--- src/rtl/press_count_display_pkg.sv ---
// Shared definitions for the press counter: 7-segment code table and BCD helper.
// Segment vectors are active-low with bit6 = A down to bit0 = G.
package press_count_display_pkg;

  typedef logic [6:0] seg_t;

  // Bit-order definition: the first member lands in bit6 (segment A).
  typedef struct packed {
    logic a;
    logic b;
    logic c;
    logic d;
    logic e;
    logic f;
    logic g;
  } seg_bits_t;

  localparam seg_t SEG_0     = 7'b0000001;
  localparam seg_t SEG_1     = 7'b1001111;
  localparam seg_t SEG_2     = 7'b0010010;
  localparam seg_t SEG_3     = 7'b0000110;
  localparam seg_t SEG_4     = 7'b1001100;
  localparam seg_t SEG_5     = 7'b0100100;
  localparam seg_t SEG_6     = 7'b0100000;
  localparam seg_t SEG_7     = 7'b0001111;
  localparam seg_t SEG_8     = 7'b0000000;
  localparam seg_t SEG_9     = 7'b0000100;
  localparam seg_t SEG_BLANK = 7'b1111111;

  // Two-digit BCD increment, 99 wraps to 00.
  function automatic logic [7:0] bcd_inc(input logic [7:0] value);
    logic [7:0] result;
    if (value[3:0] == 4'd9) begin
      result[3:0] = 4'd0;
      if (value[7:4] == 4'd9) begin
        result[7:4] = 4'd0;
      end else begin
        result[7:4] = value[7:4] + 4'd1;
      end
    end else begin
      result[3:0] = value[3:0] + 4'd1;
      result[7:4] = value[7:4];
    end
    return result;
  endfunction

endpackage

--- src/rtl/press_count_display_bcd_to_7seg.sv ---
// Combinational BCD digit to active-low 7-segment decoder.
// Non-decimal codes decode to blank.
module bcd_to_7seg
  import press_count_display_pkg::*;
(
  input  logic [3:0] digit,
  output seg_t       seg
);

  // Digit lookup
  always_comb begin
    seg = SEG_BLANK;
    case (digit)
      4'd0:    seg = SEG_0;
      4'd1:    seg = SEG_1;
      4'd2:    seg = SEG_2;
      4'd3:    seg = SEG_3;
      4'd4:    seg = SEG_4;
      4'd5:    seg = SEG_5;
      4'd6:    seg = SEG_6;
      4'd7:    seg = SEG_7;
      4'd8:    seg = SEG_8;
      4'd9:    seg = SEG_9;
      default: seg = SEG_BLANK;
    endcase
  end

endmodule

--- src/rtl/press_count_display.sv ---
// Counts switch releases as two BCD digits, clears on a long press, and drives
// two registered active-low 7-segment displays that trail the count by one cycle.
module press_count_display
  import press_count_display_pkg::*;
#(
  parameter int CLEAR_CYCLES  = 50000000,
  parameter int BLANK_LEADING = 1
) (
  input  logic       i_Clk,
  input  logic       i_Rst,
  input  logic       i_Switch,
  output logic [7:0] o_Count,
  output logic       o_Press_Pulse,
  output logic       o_Clear_Pulse,
  output logic [6:0] o_Seg_Tens,
  output logic [6:0] o_Seg_Ones
);

  localparam int                HOLD_W     = $clog2(CLEAR_CYCLES + 1);
  localparam logic [HOLD_W-1:0] HOLD_MAX   = HOLD_W'(CLEAR_CYCLES);
  localparam logic [HOLD_W-1:0] HOLD_FIRE  = HOLD_W'(CLEAR_CYCLES - 1);
  localparam seg_t              TENS_RESET = (BLANK_LEADING != 0) ? SEG_BLANK : SEG_0;

  logic              switch_r;
  logic [HOLD_W-1:0] hold_r;
  logic              suppress_r;
  logic [7:0]        count_r;
  logic              press_r;
  logic              clear_r;
  seg_t              seg_tens_r;
  seg_t              seg_ones_r;

  logic              release_s;
  logic              clear_s;
  logic [HOLD_W-1:0] hold_next_s;
  logic              suppress_next_s;
  logic [7:0]        count_next_s;
  logic              press_next_s;
  seg_t              tens_dec_s;
  seg_t              ones_dec_s;
  seg_t              tens_sel_s;

  assign release_s = ~i_Switch & switch_r;
  // Saturation at HOLD_MAX keeps this from matching twice in one press.
  assign clear_s   = i_Switch & (hold_r == HOLD_FIRE);

  // Next-state for hold counter, suppress flag and count
  always_comb begin
    hold_next_s     = hold_r;
    suppress_next_s = suppress_r;
    count_next_s    = count_r;
    press_next_s    = 1'b0;

    if (!i_Switch) begin
      hold_next_s = {HOLD_W{1'b0}};
    end else if (hold_r != HOLD_MAX) begin
      hold_next_s = hold_r + HOLD_W'(1);
    end else begin
      hold_next_s = hold_r;
    end

    if (clear_s) begin
      count_next_s    = 8'h00;
      suppress_next_s = 1'b1;
    end else if (release_s) begin
      if (suppress_r) begin
        suppress_next_s = 1'b0;
      end else begin
        count_next_s = bcd_inc(count_r);
        press_next_s = 1'b1;
      end
    end else begin
      count_next_s = count_r;
    end
  end

  // Tens blanking ahead of the display register
  always_comb begin
    tens_sel_s = tens_dec_s;
    if ((BLANK_LEADING != 0) && (count_r[7:4] == 4'd0)) begin
      tens_sel_s = SEG_BLANK;
    end else begin
      tens_sel_s = tens_dec_s;
    end
  end

  // State and output registers
  always_ff @(posedge i_Clk or posedge i_Rst) begin
    if (i_Rst) begin
      switch_r   <= 1'b0;
      hold_r     <= {HOLD_W{1'b0}};
      suppress_r <= 1'b0;
      count_r    <= 8'h00;
      press_r    <= 1'b0;
      clear_r    <= 1'b0;
      seg_tens_r <= TENS_RESET;
      seg_ones_r <= SEG_0;
    end else begin
      switch_r   <= i_Switch;
      hold_r     <= hold_next_s;
      suppress_r <= suppress_next_s;
      count_r    <= count_next_s;
      press_r    <= press_next_s;
      clear_r    <= clear_s;
      seg_tens_r <= tens_sel_s;
      seg_ones_r <= ones_dec_s;
    end
  end

  bcd_to_7seg u_tens (
    .digit (count_r[7:4]),
    .seg   (tens_dec_s)
  );

  bcd_to_7seg u_ones (
    .digit (count_r[3:0]),
    .seg   (ones_dec_s)
  );

  assign o_Count       = count_r;
  assign o_Press_Pulse = press_r;
  assign o_Clear_Pulse = clear_r;
  assign o_Seg_Tens    = seg_tens_r;
  assign o_Seg_Ones    = seg_ones_r;

endmodule

--- config.mk ---
export PLATFORM = sky130hd
export DESIGN_NAME = press_count_display
export DESIGN_NICKNAME = d
export VERILOG_FILES = /design/src/rtl/press_count_display_pkg.sv /design/src/rtl/press_count_display_bcd_to_7seg.sv /design/src/rtl/press_count_display.sv
export SDC_FILE = /design/constraint.sdc
export NUM_CORES = 1
export LEC_CHECK = 0
export CAP_MARGIN = 20
export CORE_AREA = 2 2 108 110
export CTS_BUF_LIST = sky130_fd_sc_hd__clkbuf_4 sky130_fd_sc_hd__clkbuf_8
export DETAILED_ROUTE_END_ITERATION = 6
export DIE_AREA = 0 0 110 112
export HOLD_SLACK_MARGIN = 0.05
export PLACE_DENSITY = 0.41
export REMOVE_ABC_BUFFERS = 1
export SLEW_MARGIN = 20
export SYNTH_ARGS = -nofsm -noshare
export SYNTH_HDL_FRONTEND = slang
export SYNTH_SLANG_ARGS = --single-unit
--- constraint.sdc ---
create_clock -name i_Clk -period 1.77 [get_ports i_Clk]
set_input_delay 0.177 -clock i_Clk [delete_from_list [all_inputs] [get_ports i_Clk]]
set_output_delay 0.177 -clock i_Clk [all_outputs]
set_load 0.01 [all_outputs]
After elaboration in Yosys (flattened, before gate mapping)
Memories as Yosys holds them, arrays and structs flattened. A register that Yosys moved wholly into a read port is not among the register bits.
Index checks and enable logic that the tools add are counted.

word-level totals
  flip-flop bits (word level) = 45
  bits in latches = 0
  bits in writable memories = 0
  ROM bits = 224
  input port bits = 3
  output and inout port bits = 24
  logic and storage cells = 40
  memories kept = 2

operators by class
  add/sub/neg operators = 3
  multiply operators = 0
  divide/modulo/power cells = 0
  $lt $le $gt $ge = 0
  eq/ne operators = 6
  shifts and indexed selects = 0
  muxes and demuxes = 13
  bitwise operators = 3
  reductions and logical operators = 5

memory list
  name             words  bits a word  read ports  clocked after Yosys merged registers in  wr ports  line                                   source
  (no name shown)  16     7            1           1                                        0         press_count_display_bcd_to_7seg.sv:13  case (digit)
  (no name shown)  16     7            1           0                                        0         press_count_display_bcd_to_7seg.sv:13

operator list
  operator               number
  $mux 26                2
  $mux 8                 4
  $add 26x1->26 const B  1
  $eq 26x26->1 const B   1
  $ne 26x26->1 const B   1
  $add 4x1->4 const B    2
  $eq 4x4->1 const B     2
  $mux 7                 1
  $mux 1                 5
  $logic_not 4->1        1
  $mux 4                 1
  $ne 2x1->1 const B     2
  $reduce_bool 2->1      2
  $reduce_and 3->1       1
  $and 1x1->1            2
  $reduce_and 2->1       1
  $not 1->1              1

Logic depth before layout (Yosys ltp)
Gate-level depths: netlist of the first run.

  depth in word-level cells = 6
  gate-level depth with buffers = 7
  mapped depth without buffers = 6

Hierarchy
From an unflattened synthesis of the first run, not the netlist that was laid out.

unflattened totals
  cells, all modules = 304
  area, all modules = 2905.3 um^2

modules (own cells, without submodules)
  module               times used  cells an instance  area each (um^2)  sequential area each (um^2)
  press_count_display  1           238                2484.9            1311.3
  bcd_to_7seg          2           33                 210.2             0.0

Worst setup path after synthesis of the first run
OpenSTA, ideal clock, no wires.

  kind = register to register
  start point = register count_r[1] (netlist: o_Count[1])
  end point = register count_r[7] (netlist: o_Count[7])
  library setup time = 138 ps
  arrival time = 1585 ps
  required time = 1632 ps
  path slack = 47 ps
  stages on the path, launching flop included = 8
  buffers on the path = 1
  clock period less this slack = 1723 ps
  path through = dfrtp_1 -> inv_1 -> ha_1 -> and3b_1 -> and2_1 -> clkbuf_1 -> a221oi_1 -> nor2_1

on the way
  word-level cells in the longest chain between the ends = 3

ends and longest elaborated chain
  what                                line                           source
  from (decl)                         press_count_display.sv:27      logic [7:0] count_r;
  from (signal assigned)              press_count_display.sv:102     count_r <= count_next_s;
  $eq 4x4->1                          press_count_display_pkg.sv:33  if (value[3:0] == 4'd9) begin
  $reduce_bool 2->1 (no source line)  n/a
  $reduce_and 3->1 (no source line)   n/a

No other way between the ends.
A chain may end at the register's enable or synchronous reset.

Worst setup path after layout of the first run
  start point = register hold_r[0]
  end point = register hold_r[20]

on the way
  word-level cells in the longest chain between the ends = 3
  elaborated cells on any way between the ends = 5
  those cells by class = add/sub: 1; eq/ne: 2; mux: 2

ends and longest elaborated chain
  what                    line                        source
  from (decl)             press_count_display.sv:25   logic [HOLD_W-1:0] hold_r;
  from (signal assigned)  press_count_display.sv:91   hold_r <= {HOLD_W{1'b0}};
  from (signal assigned)  press_count_display.sv:100  hold_r <= hold_next_s;
  $add 26x1->26           press_count_display.sv:57   hold_next_s = hold_r + HOLD_W'(1);
  $mux 26                 press_count_display.sv:56   end else if (hold_r != HOLD_MAX) begin
  $mux 26                 press_count_display.sv:54   if (!i_Switch) begin

Several ways; a longest one is shown, not always the timed one. The select of a mux whose other input is x is not followed.

==> summary.md, run 1 <==
| Metric | Value |
|---|---|
| Status | finished clean |
| Syn_area_per_cell | 9.55 sq um |
| Crit. End Element | flop |
| Clock power share | 22.3% |
| Most used DFF post-synth | dfrtp_1 |
| Largest net degree at the start of global routing | between 50 and 60 |
| Critical path required time | between 2 and 2.5 ns |
| CTS H-Tree Depth | 2 |
| Startpoint Class | flop |
| Relative slew slack | 75.3% |
| Die area | between 0.01 and 0.015 sq mm |
| Avg WL per Cell | between 10 and 15 um |
| Power Internal | roughly 2700 uW |
| Die Wd | about 110 um |
| Yosys top cell by area | dfrtp_1 |
| Final core occ | a little under a third |
| Total number of vias | 2235 |
| Cts bufs inserted | 5 |
| Post-Route WL | 6.43 mm |
| Period utilization | a little over nine tenths |
| Comb pwr share | about two fifths |
| Kind of critical path | flop to flop |
| First-pass GRT wire length | 10.8 mm |
| Layout cell share with drive strength beyond 1 | about 15% |
| Hold crit path type | primary input to async pin |
| Minimum hold slack | between 0.2 and 0.25 ns |
| Number of post-CTS setup repair buffers | 0 |
| Gr usage total | a little over a tenth |
| Residual DRC | 0 |
| RSZ-0062 raised after global routing | true |
| Maximum VDD drop | between 600 and 700 uV |
| Number of flops mapped to enable cells by yosys | 0 |
| Net Switching | approximately 1300 uW |
| CP arrival | 1.93 ns |
| Overflow after GRT | 0 |
| # setup viols final | 0 |
| Drt pass-1 iters | 4 |
| Clock skew | approximately 0.0044 ns |
| FF+latch count, synth | 52 |
| Synth top area share | about two fifths |
| Commonest cells after routing, fill and taps aside | dfrtp_1 (44), nor2_1 (32), clkdlybuf4s50_1 (26) |
| FP Rows | 39 |
| Min Tclk post-route | between 1.5 and 2 ns |
| Post-Syn Area | about 0.0027 sq mm |
| Clock transition at path regs | 0.10 ns |
| Seq/Total Area, Yosys | around 48% |
| Largest cells by area after synthesis | dfrtp_1 (40%), dfstp_2 (7.7%), ha_1 (5.5%), a21oi_1 (4.6%), nor2_1 (4.4%) |
| DR vias/cell | ~4.7 |
| Leak | roughly 0.0015 uW |
| Fin nets | between 300 and 400 |
| Worst slew pin tran | 0.370 ns |
| P&R area growth vs syn | 25.7% |
| Worst skew pair latency | roughly 0.30 ns |
| Synth Instances | around 290 |
| Port bufs | 26 |
| Clk root buf | clkbuf_8 |
| TritonCTS clock tree | yes |
| Synth async-reset ratio | between 90% and 100% |
| Number of distinct library cells after synthesis | 47 |
| Number of global-route vias before repair | roughly 2200 |
| DR iter-0 viols | 42 |
| Final hold vios | 0 |
| I/O Pins | 27 |
| ANT cells | 0 |
| Core area | between 0.01 and 0.015 sq mm |
| Initial antenna violation count | 0 |
| Register share of total power | 39.5% |
| Gpl congestion | 0.762 |
| Post-detail-place hpwl | about 4.4 mm |
| Commonest non-fill, non-tap cell in the layout | dfrtp_1 |
| Fmax | around 590 MHz |
| Worst-path maximum fanout | 4 |
| Max Root-Sink Buffers | 2 |
| Starting Density | roughly 25% |
| Die height | between 100 and 150 um |
| Slew Limit Fails | 0 |
| Power Density | roughly 1200 mW/mm^2 |
| Yosys warns | 0 |
| Max Cap Viol | 0 |
| CTS sink cnt | 52 |
| Switching Fraction | 32.9% |
| DRT antenna net count | 0 |
-- timing repair --
item                                    4_1_cts  5_1_grt
resized for setup                             0        1
hold buffers                                  0        0
endpoints found under the setup margin        0       15
-- power by group through the flow --
stage               Combinational [uW]  Clock, uW  Sequential, uW
floorplan                          668          0            1780
global placement                  1580          0            1640
detailed placement                1570          0            1640
CTS                               1580        951            1620
global route                      1740        996            1650
finish                            1560        911            1610
-- cell type report --
type	count	area [sq um]
clock buffer	7	96.3
clock inverter	1	30.0
timing repair buffer	51	460
inverter	14	52.6
sequential	52	1310
tap	143	179
multi-input combinational	208	1320
fill	1143	7730
-- synthesized netlist by cell type (2+ instances only) --
| cell type | count |
|---|---|
| a21oi_1 | 25 |
| a22oi_1 | 2 |
| a31oi_1 | 7 |
| and3_1 | 7 |
| and4_1 | 2 |
| and4_4 | 2 |
| buf_2 | 3 |
| buf_6 | 2 |
| clkbuf_1 | 8 |
| dfrtp_1 | 44 |
| dfstp_2 | 8 |
| ha_1 | 12 |
| inv_1 | 12 |
| mux2i_1 | 5 |
| nand2_1 | 22 |
| nand2b_1 | 5 |
| nand3_1 | 14 |
| nand4_1 | 5 |
| nor2_1 | 32 |
| nor2b_1 | 2 |
| nor3_1 | 6 |
| nor4_1 | 4 |
| o211ai_1 | 2 |
| o21ai_0 | 11 |
| o22a_1 | 2 |
| o31a_1 | 2 |
| o31ai_1 | 5 |
| or3_1 | 6 |
| or4_1 | 4 |
| xor2_1 | 9 |
-- cell families after synthesis --
logic type	after synthesis	share of synthesized area, %
xor+xnor	10	3.20
mux	5	1.83
compound gates	61	13.3
fa+ha+maj	12	5.48
flops	52	47.9
simple gates	120	24.0
buf+inv	27	4.38
-- stage by stage --
step	TNS, ns	std cells	setup slack (ns)	total power, uW	instance area (sq um)
after floorplan	0	274	0.0647	2450	2670
after global placement	-0.0335	468	-0.0335	3220	3310
after global routing	-0.0306	476	-0.0147	4390	3440
after detailed placement	-0.0316	468	-0.0224	3210	3310
after CTS	0	476	0.0536	4150	3440
final	0	476	0.0718	4080	3440
-- registers in the layout, indices dropped and copies added, names as in the netlist --
| register | cells |
|---|---|
| o_Seg_Ones | 7 |
| o_Press_Pulse | 1 |
| suppress_r | 1 |
| o_Seg_Tens | 7 |
| o_Clear_Pulse | 1 |
| switch_r | 1 |
| hold_r | 26 |
| o_Count | 8 |
-- worst paths after layout --
kind	start	end	slack (ns)	cells past startpoint
worst min register to register	suppress_r	suppress_r	0.49	1
worst min-delay path	i_Rst	hold_r[13]	0.22	3
max in group asynchronous	i_Rst	o_Seg_Ones[0]	1.24	3
worst max register to register	hold_r[0]	hold_r[20]	0.07	5
worst max-delay path	hold_r[0]	hold_r[20]	0.07	5
min in group i_Clk	suppress_r	suppress_r	0.49	1
-- metal layers --
metal  part of all wire [%]  vias up  wire (um)  track usage (%)
met5                      0        -          0                0
met4                   0.82        0         53             2.70
met3                    2.1        8        132             1.81
met2                     49       30       3140             18.0
met1                     48     1089       3110             15.1
li1                       -     1108          -                -
-- worst max-delay path, cell delays in order (launching register included) --
cell and delay (ns):
dfrtp_1 0.36, ha_1 0.18, and3_1 0.24, nand2_1 0.17, or4_1 0.53, a21oi_1 0.15
(Power assumes the default switching activity.)
==> run 2, diff against run 1 <==
REMOVE_ABC_BUFFERS = not set   (was 1)
==> run 2 against run 1 <==
First-iteration DRC count up 31%. Critical path depth is the same. Clock skew rose by 0.0096 ns. Die area did not move. Clock-buffer cell count shrank 1. Cell count grew 0.21%. Combinational power barely moved.
==> summary.md, run 2 (synthesis results as in run 1) <==
| Metric | Value |
|---|---|
| RSZ-0062 raised after global routing | false |
| Post-DP Area | approximately 0.0033 sq mm |
| Largest register FFs | 26 |
| Worst-path maximum fanout | 10 |
| Status | finished clean |
| Pre-CTS WS | 0.0547 ns |
| Max Cap Viol | 0 |
| Max Root-Sink Buffers | 2 |
| Post-detail-place hpwl | ~4.4 mm |
| Min Tclk post-route | 1.68 ns |
| Worst path max stage delay | between 0.4 and 0.5 ns |
| Largest register by flop count | hold_r |
| DR vias/cell | 4.60 |
| Setup TNS | 0 ns |
| I/O Pins | 27 |
| P&R area growth vs syn | 25.3% |
| Register area | 0.00131 sq mm |
| Total number of vias | about 2200 |
| CP cell instances | and4bb_2 -> nand3_1 -> nor4_4 -> buf_12 -> a21oi_1 |
| Kind of critical path | flop to flop |
| CP top delay family | simple AND/OR/NAND/NOR gates |
| Die height | 112 um |
| Gr usage total | 11.1% |
| First-pass GRT wire length | approximately 11 mm |
| Clk root buf | clkbuf_8 |
| Commonest non-fill, non-tap cell in the layout | dfrtp_1 |
| Final Cell Area | about 0.0034 sq mm |
| Layout cell share with drive strength beyond 1 | around 17% |
| Fin nets | between 300 and 400 |
| Startpoint Class | flop |
| Initial antenna violation count | 0 |
| Worst Reg2Reg Path Length in Cells | 5 |
| Worst skew pair latency | 0.32 ns |
| CTS H-Tree Depth | 2 |
| Residual DRC | 0 |
| Die Wd | around 110 um |
| Commonest cells after routing, fill and taps aside | dfrtp_1 (42), nor2_1 (32), clkdlybuf4s50_1 (26) |
| Crit. End Element | flop |
| Drt pass-1 iters | 4 |
| Starting Density | roughly a quarter |
| Placed cells | roughly 470 |
| Die area | about 0.012 sq mm |
| Post-Route WL | roughly 6.5 mm |
| Maximum VDD drop | roughly 540 uV |
| Core area | roughly 0.011 sq mm |
| Syn nets | 302 |
| Clock transition at path regs | roughly 0.11 ns |
| Cts bufs inserted | 5 |
| Fmax | slightly below 600 MHz |
| Overflow after GRT | 0 |
| Gpl congestion | between 0.7 and 0.8 |
| Hold crit path type | primary input to async pin |
| DR iter-0 viols | 55 |
| Leak | approximately 0.0015 uW |
| Final hold vios | 0 |
| Critical path required time | ~2 ns |
| R2R Path Start | hold_r[18] |
| TritonCTS clock tree | yes |
| Worst reg2reg path endpoint | o_Count[5] |
| DRT antenna net count | 0 |
| FP Rows | 39 |
| Slew Limit Fails | 0 |
| Clock skew | approximately 0.014 ns |
| Filler cells | approximately 1200 |
| Largest net degree at the start of global routing | 32 |
| Worst slew pin tran | 0.364 ns |
| Post-route setup slack | slightly below 0.09 ns |
| Avg WL per Cell | 13.5 um |
| Number of global-route vias before repair | between 2000 and 2500 |
| Final std cells w/o fill | between 400 and 500 |
| CP arrival | 1.88 ns |
| CP max-delay cell | dfrtp_2 |
| Relative slew slack | between 70 and 80% |
| # setup viols final | 0 |
| Port bufs | 26 |
| Period utilization | between 90 and 100% |
| Worst R2R Setup Slack | 0.09 ns |
| CTS sink cnt | between 50 and 60 |
| Area of the multi-input gates | 0.00132 sq mm |
| Power Density | 1130 mW/mm^2 |
| Worst path bufs/invs | 1 |
| ANT cells | 0 |
[run 2: area by class of cell]
cell class / count / share of cell area (%)
Inverter: 14 / 1.53
Multi-Input combinational cell: 208 / 38.4
Clock buffer: 6 / 2.22
Clock inverter: 2 / 0.364
Sequential cell: 52 / 38.3
Timing Repair Buffer: 52 / 14.0
Tap cell: 143 / 5.21
[run 2: metal layers]
metal	up-vias	track usage (%)	routed length, um
met5	-	0	0
met4	0	3.29	80
met3	5	2.46	127
met2	27	16.9	2980
met1	1060	15.8	3270
li1	1103	-	-
[run 2: how the worst max path moves through the flow]
stage                     startpoint  slack (ns)    endpoint  cells past startpoint
after global routing       hold_r[8]       0.002  hold_r[23]                      4
after detailed placement    i_Switch        0.05  o_Count[7]                      6
after global placement      i_Switch        0.06  o_Count[7]                      6
after floorplan           o_Count[1]        0.05  o_Count[7]                      7
after CTS                 o_Count[6]        0.03  o_Count[6]                      1
final                     hold_r[18]        0.09  o_Count[5]                      5
[run 2: power breakdown]
group / leakage (uW) / internal [uW] / switching, uW
clock network: 0.0000446 / 294 / 424
registers: 0.000666 / 1470 / 143
logic: 0.000744 / 773 / 783
[run 2: worst register-to-register path, cell delays in order (launching register included)]
cell      delay, ns
dfrtp_2        0.46
and4bb_2       0.33
nand3_1        0.18
nor4_4         0.38
buf_12         0.17
a21oi_1        0.04
[run 2: stage by stage]
step / utilization (%) / hold slack (ns) / total power (uW)
global route: 30.7 / 0.160 / 4180
finish: 30.7 / 0.142 / 3890
detailed placement: 29.8 / 0.473 / 3210
floorplan: - / 0.208 / 2470
global placement: 29.8 / 0.481 / 3230
CTS: 30.5 / 0.149 / 3960
[run 2: what timing repair did]
item | in CTS | in global routing
endpoints found under the setup margin | 0 | 9
hold buffers | 0 | 0
buffers inserted | 0 | 1
resized for setup | 0 | 5
hold endpoints to repair | 0 | 0
